`config.mk`:
```
export PLATFORM = sky130hd
export DESIGN_NAME = regfile_cc_flat
export DESIGN_NICKNAME = d
export VERILOG_FILES = /design/src/rtl/regfile_cc_if.sv /design/src/rtl/regfile_cc.sv /design/src/flat_wrapper.sv
export SDC_FILE = /design/constraint.sdc
export NUM_CORES = 1
export LEC_CHECK = 0
export CAP_MARGIN = 20
export CORE_MARGIN = 2
export CORE_UTILIZATION = 35
export CTS_BUF_LIST = sky130_fd_sc_hd__clkbuf_8
export DETAILED_ROUTE_END_ITERATION = 16
export PLACE_DENSITY = 0.52
export SLEW_MARGIN = 0
export SYNTH_ARGS = -nofsm -noshare
export SYNTH_HDL_FRONTEND = slang
export SYNTH_SLANG_ARGS = --single-unit
export TNS_END_PERCENT = 5
```
`constraint.sdc`:
```
create_clock -name CLK -period 5.5 [get_ports CLK]
set_input_delay 1.1 -clock CLK [delete_from_list [all_inputs] [get_ports CLK]]
set_output_delay 1.1 -clock CLK [all_outputs]
set_load 0.05 [all_outputs]
```
`src/rtl/regfile_cc_if.sv`:
```
// Register-file port bundle: control, addresses and write data in; read data and flags out.
// Combinational pass-through of signals, no storage; no handshake, every cycle is accepted.
// Backpressure: none, the register file never stalls its driver.
interface regfile_cc_if #(
  parameter int DATA_W   = 16,
  parameter int NUM_REGS = 8
);
  localparam int ADDR_W = $clog2(NUM_REGS);

  logic              LD_REG;
  logic              DRMUX;
  logic [ADDR_W-1:0] DR_ADDR;
  logic [ADDR_W-1:0] SR1_ADDR;
  logic [ADDR_W-1:0] SR2_ADDR;
  logic [DATA_W-1:0] BUS;
  logic              LD_CC;
  logic              LD_BEN;
  logic [2:0]        IR_NZP;
  logic [DATA_W-1:0] SR1_out;
  logic [DATA_W-1:0] SR2_out;
  logic              N;
  logic              Z;
  logic              P;
  logic              BEN;
  logic [15:0]       WR_CNT;

  modport master (
    output LD_REG, DRMUX, DR_ADDR, SR1_ADDR, SR2_ADDR, BUS, LD_CC, LD_BEN, IR_NZP,
    input  SR1_out, SR2_out, N, Z, P, BEN, WR_CNT
  );

  modport slave (
    input  LD_REG, DRMUX, DR_ADDR, SR1_ADDR, SR2_ADDR, BUS, LD_CC, LD_BEN, IR_NZP,
    output SR1_out, SR2_out, N, Z, P, BEN, WR_CNT
  );
endinterface

```
`src/rtl/regfile_cc.sv`:
```
// Register file with two async read ports, NZP condition codes, branch-enable latch, write counter.
// Latency: reads 0 cycles from address; writes, CC, BEN and WR_CNT update on the next CLK edge.
// Backpressure: none; REGFILE_BYPASS_EN forwards same-cycle write data onto matching read ports.
module regfile_cc #(
  parameter int DATA_W   = 16,
  parameter int NUM_REGS = 8
) (
  input logic         CLK,
  input logic         RESET,
  regfile_cc_if.slave rf
);
  localparam int ADDR_W = $clog2(NUM_REGS);
  localparam logic [ADDR_W-1:0] LINK_IDX = ADDR_W'(NUM_REGS - 1);

  logic [DATA_W-1:0] regs_q [NUM_REGS];
  logic [ADDR_W-1:0] wr_idx;
  logic [2:0]        nzp_q, nzp_d;
  logic              ben_q, ben_d;
  logic [15:0]       wr_cnt_q, wr_cnt_d;
  logic              cc_n, cc_z;

  assign wr_idx = rf.DRMUX ? LINK_IDX : rf.DR_ADDR;
  assign cc_n   = rf.BUS[DATA_W-1];
  assign cc_z   = (rf.BUS == '0);

  always_comb begin
    nzp_d    = nzp_q;
    ben_d    = ben_q;
    wr_cnt_d = wr_cnt_q;
    if (rf.LD_CC) begin
      nzp_d = {cc_n, cc_z, !cc_n && !cc_z};
    end
    // BEN looks at the flags held before this edge, even if LD_CC fires too.
    if (rf.LD_BEN) begin
      ben_d = |(rf.IR_NZP & nzp_q);
    end
    if (rf.LD_REG && (wr_cnt_q != 16'hFFFF)) begin
      wr_cnt_d = wr_cnt_q + 16'd1;
    end
  end

  always_ff @(posedge CLK) begin
    if (RESET) begin
      for (int i = 0; i < NUM_REGS; i++) begin
        regs_q[i] <= '0;
      end
      nzp_q    <= 3'b010;
      ben_q    <= 1'b0;
      wr_cnt_q <= 16'd0;
    end else begin
      if (rf.LD_REG) begin
        regs_q[wr_idx] <= rf.BUS;
      end
      nzp_q    <= nzp_d;
      ben_q    <= ben_d;
      wr_cnt_q <= wr_cnt_d;
    end
  end

`ifdef REGFILE_BYPASS_EN
  logic rd1_hit, rd2_hit;
  assign rd1_hit    = rf.LD_REG && (rf.SR1_ADDR == wr_idx);
  assign rd2_hit    = rf.LD_REG && (rf.SR2_ADDR == wr_idx);
  assign rf.SR1_out = rd1_hit ? rf.BUS : regs_q[rf.SR1_ADDR];
  assign rf.SR2_out = rd2_hit ? rf.BUS : regs_q[rf.SR2_ADDR];
`else
  assign rf.SR1_out = regs_q[rf.SR1_ADDR];
  assign rf.SR2_out = regs_q[rf.SR2_ADDR];
`endif

  assign rf.N      = nzp_q[2];
  assign rf.Z      = nzp_q[1];
  assign rf.P      = nzp_q[0];
  assign rf.BEN    = ben_q;
  assign rf.WR_CNT = wr_cnt_q;
endmodule

```
`src/flat_wrapper.sv`:
```
// flat-port wrapper written by rule: the top's interface ports become plain ports
module regfile_cc_flat 
#(
  parameter int DATA_W   = 16,
  parameter int NUM_REGS = 8
)
  (CLK, RESET, rf_LD_REG, rf_DRMUX, rf_DR_ADDR, rf_SR1_ADDR, rf_SR2_ADDR, rf_BUS, rf_LD_CC, rf_LD_BEN, rf_IR_NZP, rf_SR1_out, rf_SR2_out, rf_N, rf_Z, rf_P, rf_BEN, rf_WR_CNT);
  regfile_cc_if #(.DATA_W(DATA_W), .NUM_REGS(NUM_REGS)) rf_i ();
  input logic CLK;
  input logic RESET;
  input wire logic [$bits(rf_i.LD_REG)-1:0] rf_LD_REG;
  input wire logic [$bits(rf_i.DRMUX)-1:0] rf_DRMUX;
  input wire logic [$bits(rf_i.DR_ADDR)-1:0] rf_DR_ADDR;
  input wire logic [$bits(rf_i.SR1_ADDR)-1:0] rf_SR1_ADDR;
  input wire logic [$bits(rf_i.SR2_ADDR)-1:0] rf_SR2_ADDR;
  input wire logic [$bits(rf_i.BUS)-1:0] rf_BUS;
  input wire logic [$bits(rf_i.LD_CC)-1:0] rf_LD_CC;
  input wire logic [$bits(rf_i.LD_BEN)-1:0] rf_LD_BEN;
  input wire logic [$bits(rf_i.IR_NZP)-1:0] rf_IR_NZP;
  output wire logic [$bits(rf_i.SR1_out)-1:0] rf_SR1_out;
  output wire logic [$bits(rf_i.SR2_out)-1:0] rf_SR2_out;
  output wire logic [$bits(rf_i.N)-1:0] rf_N;
  output wire logic [$bits(rf_i.Z)-1:0] rf_Z;
  output wire logic [$bits(rf_i.P)-1:0] rf_P;
  output wire logic [$bits(rf_i.BEN)-1:0] rf_BEN;
  output wire logic [$bits(rf_i.WR_CNT)-1:0] rf_WR_CNT;
  assign rf_i.LD_REG = rf_LD_REG;
  assign rf_i.DRMUX = rf_DRMUX;
  assign rf_i.DR_ADDR = rf_DR_ADDR;
  assign rf_i.SR1_ADDR = rf_SR1_ADDR;
  assign rf_i.SR2_ADDR = rf_SR2_ADDR;
  assign rf_i.BUS = rf_BUS;
  assign rf_i.LD_CC = rf_LD_CC;
  assign rf_i.LD_BEN = rf_LD_BEN;
  assign rf_i.IR_NZP = rf_IR_NZP;
  assign rf_SR1_out = rf_i.SR1_out;
  assign rf_SR2_out = rf_i.SR2_out;
  assign rf_N = rf_i.N;
  assign rf_Z = rf_i.Z;
  assign rf_P = rf_i.P;
  assign rf_BEN = rf_i.BEN;
  assign rf_WR_CNT = rf_i.WR_CNT;
  regfile_cc #(.DATA_W(DATA_W), .NUM_REGS(NUM_REGS)) u_core (.CLK(CLK), .RESET(RESET), .rf(rf_i));
endmodule
```
==> results.py, run 1 <==
metrics = {
    "outcome": {
        "status": "finished, final reports clean",
    },
    "worst_setup_path": {
        "worstSetupPathType": "in2out",
        "reg2reg_slack_ps": 3640,
        "worstPathCellList": "clkdlybuf4s50_1 -> buf_4 -> mux4_2 -> mux2_2 -> clkdlybuf4s50_1",
        "cpMaxStageDelayCell": "clkdlybuf4s50_1",
        "startpoint_type": "input port",
        "r2r-start": "u_core.rf.WR_CNT[0]",
        "ff2ff_path_depth": 5,
        "required_ps": 4400,
        "worstReg2RegEnd": "u_core.rf.WR_CNT[14]",
        "critPathArrivalTime_ps": 3430,
        "slowest_delay_ps": 710,
        "endpoint_kind": "output pin",
        "cpMostUsedCell": "clkdlybuf4s50_1",
        "crit_fanout": 32,
    },
    "clock_tree": {
        "clk_pin_slew_ps": 80,
        "cts_max_path_buffers": 2,
        "cts_resized": 0,
        "worstSkewPairLatency_ps": 450,
        "clock_sink_count": 148,
        "htreeDepth": 4,
        "postCtsSetupRepairBufs": 0,
        "clock-root-buffer": "clkbuf_8",
        "cts_made_buffers": 17,
        "cts_tree": "done",
        "hold_buffers": 0,
    },
    "place": {
        "gp_congestion": 0.794,
        "pre_cts_slack_ps": 953,
        "post_dp_cell_area_um2": 8940,
        "place_hpwl_um": 12100,
        "portBuffers": 85,
    },
    "global_routing": {
        "grt-ovfl-total": 0,
        "grt_pass1_vias": 5218,
        "antenna_found_initial": 0,
        "grt_usage": 0.182,
        "grt_pass1_wl_um": 31300,
        "grt_max_degree": 34,
    },
    "cells_and_area": {
        "postLayoutCellArea_um2": 9280,
        "diodes": 0,
        "num-fill-cells": 2018,
        "nets": 639,
        "multi_input_comb_area_um2": 3360,
        "area_growth_pct": 19.9,
        "regArea_um2": 4240,
        "drive_gt1_frac": 0.263,
    },
    "synth": {
        "synthSimpleGateAreaFrac": 0.171,
        "synth_area_um2": 7740,
        "synth-xor-area-share": 0.00113,
        "muxShareOfSynthArea": 0.238,
        "synth_compound_area_frac": 0.0217,
        "ys.flop_type": "edfxtp_1",
        "ys_async_sr_fraction": 0,
        "synth_top_family_by_area": "multiplexers",
        "ys_types": 46,
        "synth_area_per_cell_um2": 15.0,
        "synth-edff-count": 128,
        "seq_area_frac_synth": 0.548,
        "syn-num-nets": 550,
        "synthAdderAreaFrac": 0.00162,
        "synth-seq-cells": 148,
        "synth_cells": 515,
        "yosysWarnings": 0,
    },
    "pwr": {
        "p_switching_mw": 0.712,
        "p_int_mw": 1.84,
        "seq_power_share": 0.513,
        "total_power_mw": 2.56,
        "leakagePower_nw": 3.12,
        "clkPwrFrac": 0.300,
        "p_sw_frac": 0.279,
        "power.density_nw_per_um2": 275,
        "vdd_drop_max_v": 0.000143,
        "combPwrFrac": 0.187,
    },
    "routing": {
        "dr_wl_met2_um": 10500,
        "detail-route-antenna-nets": 0,
        "vias": 4820,
        "routed_wl_um": 20500,
        "drt-met1-wl_um": 8570,
        "drc_errors": 0,
        "dr_wl_met3_um": 1190,
        "wire_per_inst_um": 22.9,
        "drt_iter0_drc": 201,
        "top_layer_used": "met4",
        "avgViaCountPerCell": 5.37,
        "dr.pass1.iters": 4,
    },
    "min_path": {
        "holdPathStages": 2,
        "whs_endpoint": "u_core.rf.BEN",
        "hp-start": "u_core.rf.BEN",
        "hold_path.class": "reg2reg",
    },
    "timing": {
        "worst_slack_ps": 966,
        "final.setup_skew_ps": 8.29,
        "min_period_ps": 4530,
        "grt_setup_unrepaired": "no",
        "max_freq_mhz": 221,
        "setup_viol": 0,
        "slew_headroom": 0.578,
        "tns_ps": 0,
        "fin_crit_sh": 0.824,
        "holdWs_ps": 515,
        "slew_viol_final": 0,
        "tightestPinTransition_ps": 633,
        "hold_viol_final": 0,
    },
    "die": {
        "core_area_um2": 21800,
        "die_w_um": 153,
        "rows": 54,
        "ios": 86,
        "start_util": 0.356,
        "die_area_um2": 23300,
        "die_y_um": 153,
    },
    "flow_run": {
        "drv_cap": 0,
    },
}
## per-stage QoR
step	cells	utilization
floorplan	515	-
global placement	865	0.411
detailed placement	865	0.411
CTS	897	0.427
global route	897	0.427
finish	897	0.427
## power groups by stage
stage | registers, mW | logic (mW) | clock network [mW]
after floorplan | 1.34 | 0.305 | 0
after global placement | 1.33 | 0.481 | 0
after detailed placement | 1.34 | 0.484 | 0
after CTS | 1.31 | 0.485 | 0.787
after global routing | 1.32 | 0.501 | 0.837
final | 1.31 | 0.477 | 0.767
## sequential cells by signal (all words and copies together) (netlist names)
register          cells
u_core.nzp_q          3
u_core.regs_q       128
u_core.rf.BEN         1
u_core.rf.WR_CNT     16
## critical path, delay by kind of cell
kind | cells | cell delay, ps
buffers and inverters | 3 | 1610
multiplexers | 2 | 700
## cells in the mapped netlist, types with 2 or more instances
library cell / count / area (um2)
and2_1: 128 / 801
edfxtp_1: 128 / 3840
mux4_2: 64 / 1440
mux2_2: 33 / 372
dfxtp_1: 20 / 400
clkbuf_1: 17 / 63.8
a21oi_1: 13 / 65.1
nor2_1: 10 / 37.5
or2_2: 9 / 56.3
buf_2: 8 / 40.0
or3_1: 7 / 43.8
nand4_1: 6 / 37.5
nand2_1: 5 / 18.8
nand2b_1: 5 / 31.3
o21ai_0: 5 / 25.0
nand3_1: 4 / 20.0
nor3_1: 4 / 20.0
nor4_1: 4 / 25.0
o31ai_1: 4 / 30.0
and4_1: 3 / 26.3
nor2b_1: 3 / 18.8
or4_1: 3 / 22.5
a211oi_1: 2 / 15.0
buf_1: 2 / 7.51
buf_4: 2 / 15.0
inv_1: 2 / 7.51
mux2i_1: 2 / 20.0
nand3b_1: 2 / 15.0
nor2_2: 2 / 12.5
nor3_4: 2 / 32.5
## cell usage in the layout (no fill, tap or decap), types with 2 or more instances in the layout
cell | synthesis | routed
or2_2 | 9 | 9
clkdlybuf4s50_1 | 0 | 83
nor2_1 | 10 | 10
buf_12 | 0 | 2
nand3_1 | 4 | 4
mux2i_1 | 2 | 2
or4_1 | 3 | 3
a211oi_1 | 2 | 2
o31ai_1 | 4 | 4
clkbuf_8 | 0 | 18
nor4_1 | 4 | 4
and4_1 | 3 | 3
nor2b_1 | 3 | 3
a21oi_1 | 13 | 13
nor3_1 | 4 | 4
mux2_2 | 33 | 33
edfxtp_1 | 128 | 128
clkinv_2 | 0 | 7
inv_1 | 2 | 5
nand2b_1 | 5 | 5
mux4_2 | 64 | 64
dfxtp_1 | 20 | 20
and2_1 | 128 | 128
buf_2 | 8 | 2
nand3b_1 | 2 | 2
nand4_1 | 6 | 6
buf_4 | 2 | 13
nand2_1 | 5 | 5
o21ai_0 | 5 | 5
nor2_2 | 2 | 2
or3_1 | 7 | 7
nor3_4 | 2 | 2
## worst max-delay path by stage
stage / end / cells after the start / startpoint / slack, ps
final: rf_SR2_out[13] / 5 / rf_SR2_ADDR[1] / 970
after global routing: rf_SR2_out[1] / 5 / rf_SR2_ADDR[1] / 920
after CTS: rf_SR2_out[13] / 5 / rf_SR2_ADDR[1] / 950
after detailed placement: rf_SR2_out[13] / 5 / rf_SR2_ADDR[1] / 950
after global placement: rf_SR2_out[13] / 5 / rf_SR2_ADDR[1] / 970
after floorplan: rf_SR1_out[0] / 4 / rf_SR1_ADDR[0] / 1870
## metal layers
layer,up-vias,track usage
li1,2181,-
met1,2455,0.231
met2,154,0.310
met3,30,0.0452
met4,0,0.0556
met5,-,0
## cells by family (layout without fill, tap and decap cells)
kind of cell / after synthesis / after routing
and+or+nand+nor: 205 / 205
adders and majority gates: 1 / 1
AOI/OAI and AO/OA: 28 / 28
buffers and inverters: 32 / 134
DFF: 148 / 148
xor gates and xnor gates: 1 / 1
muxes: 100 / 100
## area by class of cell
cell class	count	area share
Tap cell	280	0.0377
Clock buffer	18	0.0267
Inverter	2	0.000809
Multi-Input combinational cell	335	0.362
Sequential cell	148	0.457
Timing Repair Buffer	100	0.105
Clock inverter	14	0.0106
Power figures use the tool's default switching activity.
==> run 2: changes to the inputs <==
==> constraint.sdc (replaced) <==
create_clock -name CLK -period 4.63 [get_ports CLK]
set_input_delay 0.926 -clock CLK [delete_from_list [all_inputs] [get_ports CLK]]
set_output_delay 0.926 -clock CLK [all_outputs]
set_load 0.05 [all_outputs]
==> results.py, run 2 (synthesis results as in run 1) <==
metrics = {
    "outcome": {
        "status": "finished, final reports clean",
    },
    "worst_setup_path": {
        "startpoint_type": "input port",
        "cpMostUsedCell": "buf_4",
        "slowest_delay_ps": 450,
        "endpoint_kind": "output pin",
        "cpMaxStageDelayCell": "clkdlybuf4s50_1",
        "worstPathCellList": "clkdlybuf4s50_1 -> buf_4 -> mux4_2 -> mux2_2 -> buf_4",
        "crit_fanout": 32,
        "worstSetupPathType": "in2out",
        "required_ps": 3700,
        "critPathArrivalTime_ps": 2740,
    },
    "global_routing": {
        "grt_usage": 0.180,
        "grt_pass1_wl_um": 31100,
        "met1_usage": 0.227,
        "busiest_layer": "met2",
        "gr-usage-met3": 0.0381,
        "grt_max_degree": 33,
        "grt-ovfl-total": 0,
        "antenna_found_initial": 0,
        "grt_pass1_vias": 5239,
        "use_met2": 0.315,
    },
    "clock_tree": {
        "clock_sink_count": 148,
        "htreeDepth": 4,
        "cts_made_buffers": 17,
        "postCtsSetupRepairBufs": 0,
        "hold_buffers": 0,
        "cts_tree": "done",
        "cts_resized": 0,
        "clk_pin_slew_ps": 80,
        "worstSkewPairLatency_ps": 450,
        "clock-root-buffer": "clkbuf_8",
        "cts_max_path_buffers": 2,
    },
    "timing": {
        "setup_viol": 0,
        "min_period_ps": 3670,
        "fin_crit_sh": 0.792,
        "tns_ps": 0,
        "hold_viol_final": 0,
        "slew_headroom": 0.570,
        "grt_setup_unrepaired": "no",
        "max_freq_mhz": 273,
        "final.setup_skew_ps": 7.61,
        "tightestPinTransition_ps": 645,
        "slew_viol_final": 0,
        "holdWs_ps": 510,
    },
    "routing": {
        "wire_per_inst_um": 22.8,
        "routed_wl_um": 20500,
        "detail-route-antenna-nets": 0,
        "dr.pass1.iters": 5,
        "drt_iter0_drc": 348,
        "avgViaCountPerCell": 5.35,
        "vias": 4810,
        "drc_errors": 0,
    },
    "pwr": {
        "power.density_nw_per_um2": 359,
        "total_power_mw": 3.36,
        "vdd_drop_max_v": 0.000178,
        "leakagePower_nw": 3.21,
    },
    "flow_run": {
        "drv_cap": 0,
    },
    "die": {
        "die_w_um": 153,
        "rows": 54,
        "die_area_um2": 23300,
        "core_area_um2": 21800,
        "ios": 86,
        "start_util": 0.356,
        "die_y_um": 153,
    },
    "cells_and_area": {
        "largest_reg_flops": 128,
        "num-fill-cells": 1983,
        "drive_gt1_frac": 0.320,
        "regMostFlops": "u_core.regs_q",
        "area_growth_pct": 21.0,
        "utilization": 0.431,
        "layout_common_cells": "and2_1, edfxtp_1, mux4_2",
        "diodes": 0,
        "nets": 641,
        "postLayoutCellArea_um2": 9370,
    },
    "min_path": {
        "hold_path.class": "reg2reg",
    },
    "place": {
        "place_hpwl_um": 12500,
        "gp_congestion": 0.788,
        "portBuffers": 85,
        "post_dp_cell_area_um2": 8870,
    },
}
==> run 2: cell types whose count changed in the layout (fill, tap and decap cells not counted) <==
| cell | before | now |
|---|---|---|
| buf_4 | 13 | 47 |
| bufinv_16 | 1 | 7 |
| clkbuf_8 | 18 | 17 |
| clkdlybuf4s50_1 | 83 | 51 |
| clkinv_2 | 7 | 3 |
| clkinv_4 | 1 | 2 |
| clkinvlp_4 | 1 | 2 |
| inv_1 | 5 | 3 |
| inv_4 | 1 | 0 |
==> run 2: path summary, 6_finish.rpt <==
kind / cells after the start / end / slack (ps) / start
hold reg to reg: 2 / u_core.rf.BEN / 510 / u_core.rf.BEN
hold / removal: 2 / u_core.rf.BEN / 510 / u_core.rf.BEN
setup reg to reg: 4 / u_core.rf.WR_CNT[0] / 2780 / u_core.rf.WR_CNT[9]
setup / recovery: 5 / rf_SR1_out[13] / 960 / rf_SR1_ADDR[1]
==> run 2: power breakdown <==
group	switching (mW)	internal, mW	total (mW)
sequential	0.0392	1.52	1.56
combinational	0.324	0.229	0.553
clock	0.502	0.746	1.25
==> run 2: critical path: cells and delay by family <==
kind	cells	cell delay, ps
multiplexers	2	690
buffers and inverters	3	1100
==> run 2: metal layers <==
| layer | up-vias | wire, um |
|---|---|---|
| li1 | 2184 | - |
| met1 | 2472 | 8460 |
| met2 | 133 | 10800 |
| met3 | 21 | 894 |
| met4 | 0 | 315 |
| met5 | - | 0 |
==> run 2: cell type report <==
class | count | area, um2 | area share
clock inverters | 15 | 262 | 0.0279
inverters | 2 | 7.51 | 0.000801
flip-flops and latches | 148 | 4240 | 0.453
clock buffers | 17 | 234 | 0.0250
repair buffers | 102 | 913 | 0.0975
multi-input cells | 335 | 3360 | 0.358
well taps | 280 | 350 | 0.0374
==> run 2: stage by stage <==
stage	worst slack, ps	std cells
3_3_place_gp	967	867
6_report	961	899
3_5_place_dp	949	867
5_1_grt	879	899
4_1_cts	943	899
2_1_floorplan	1350	515
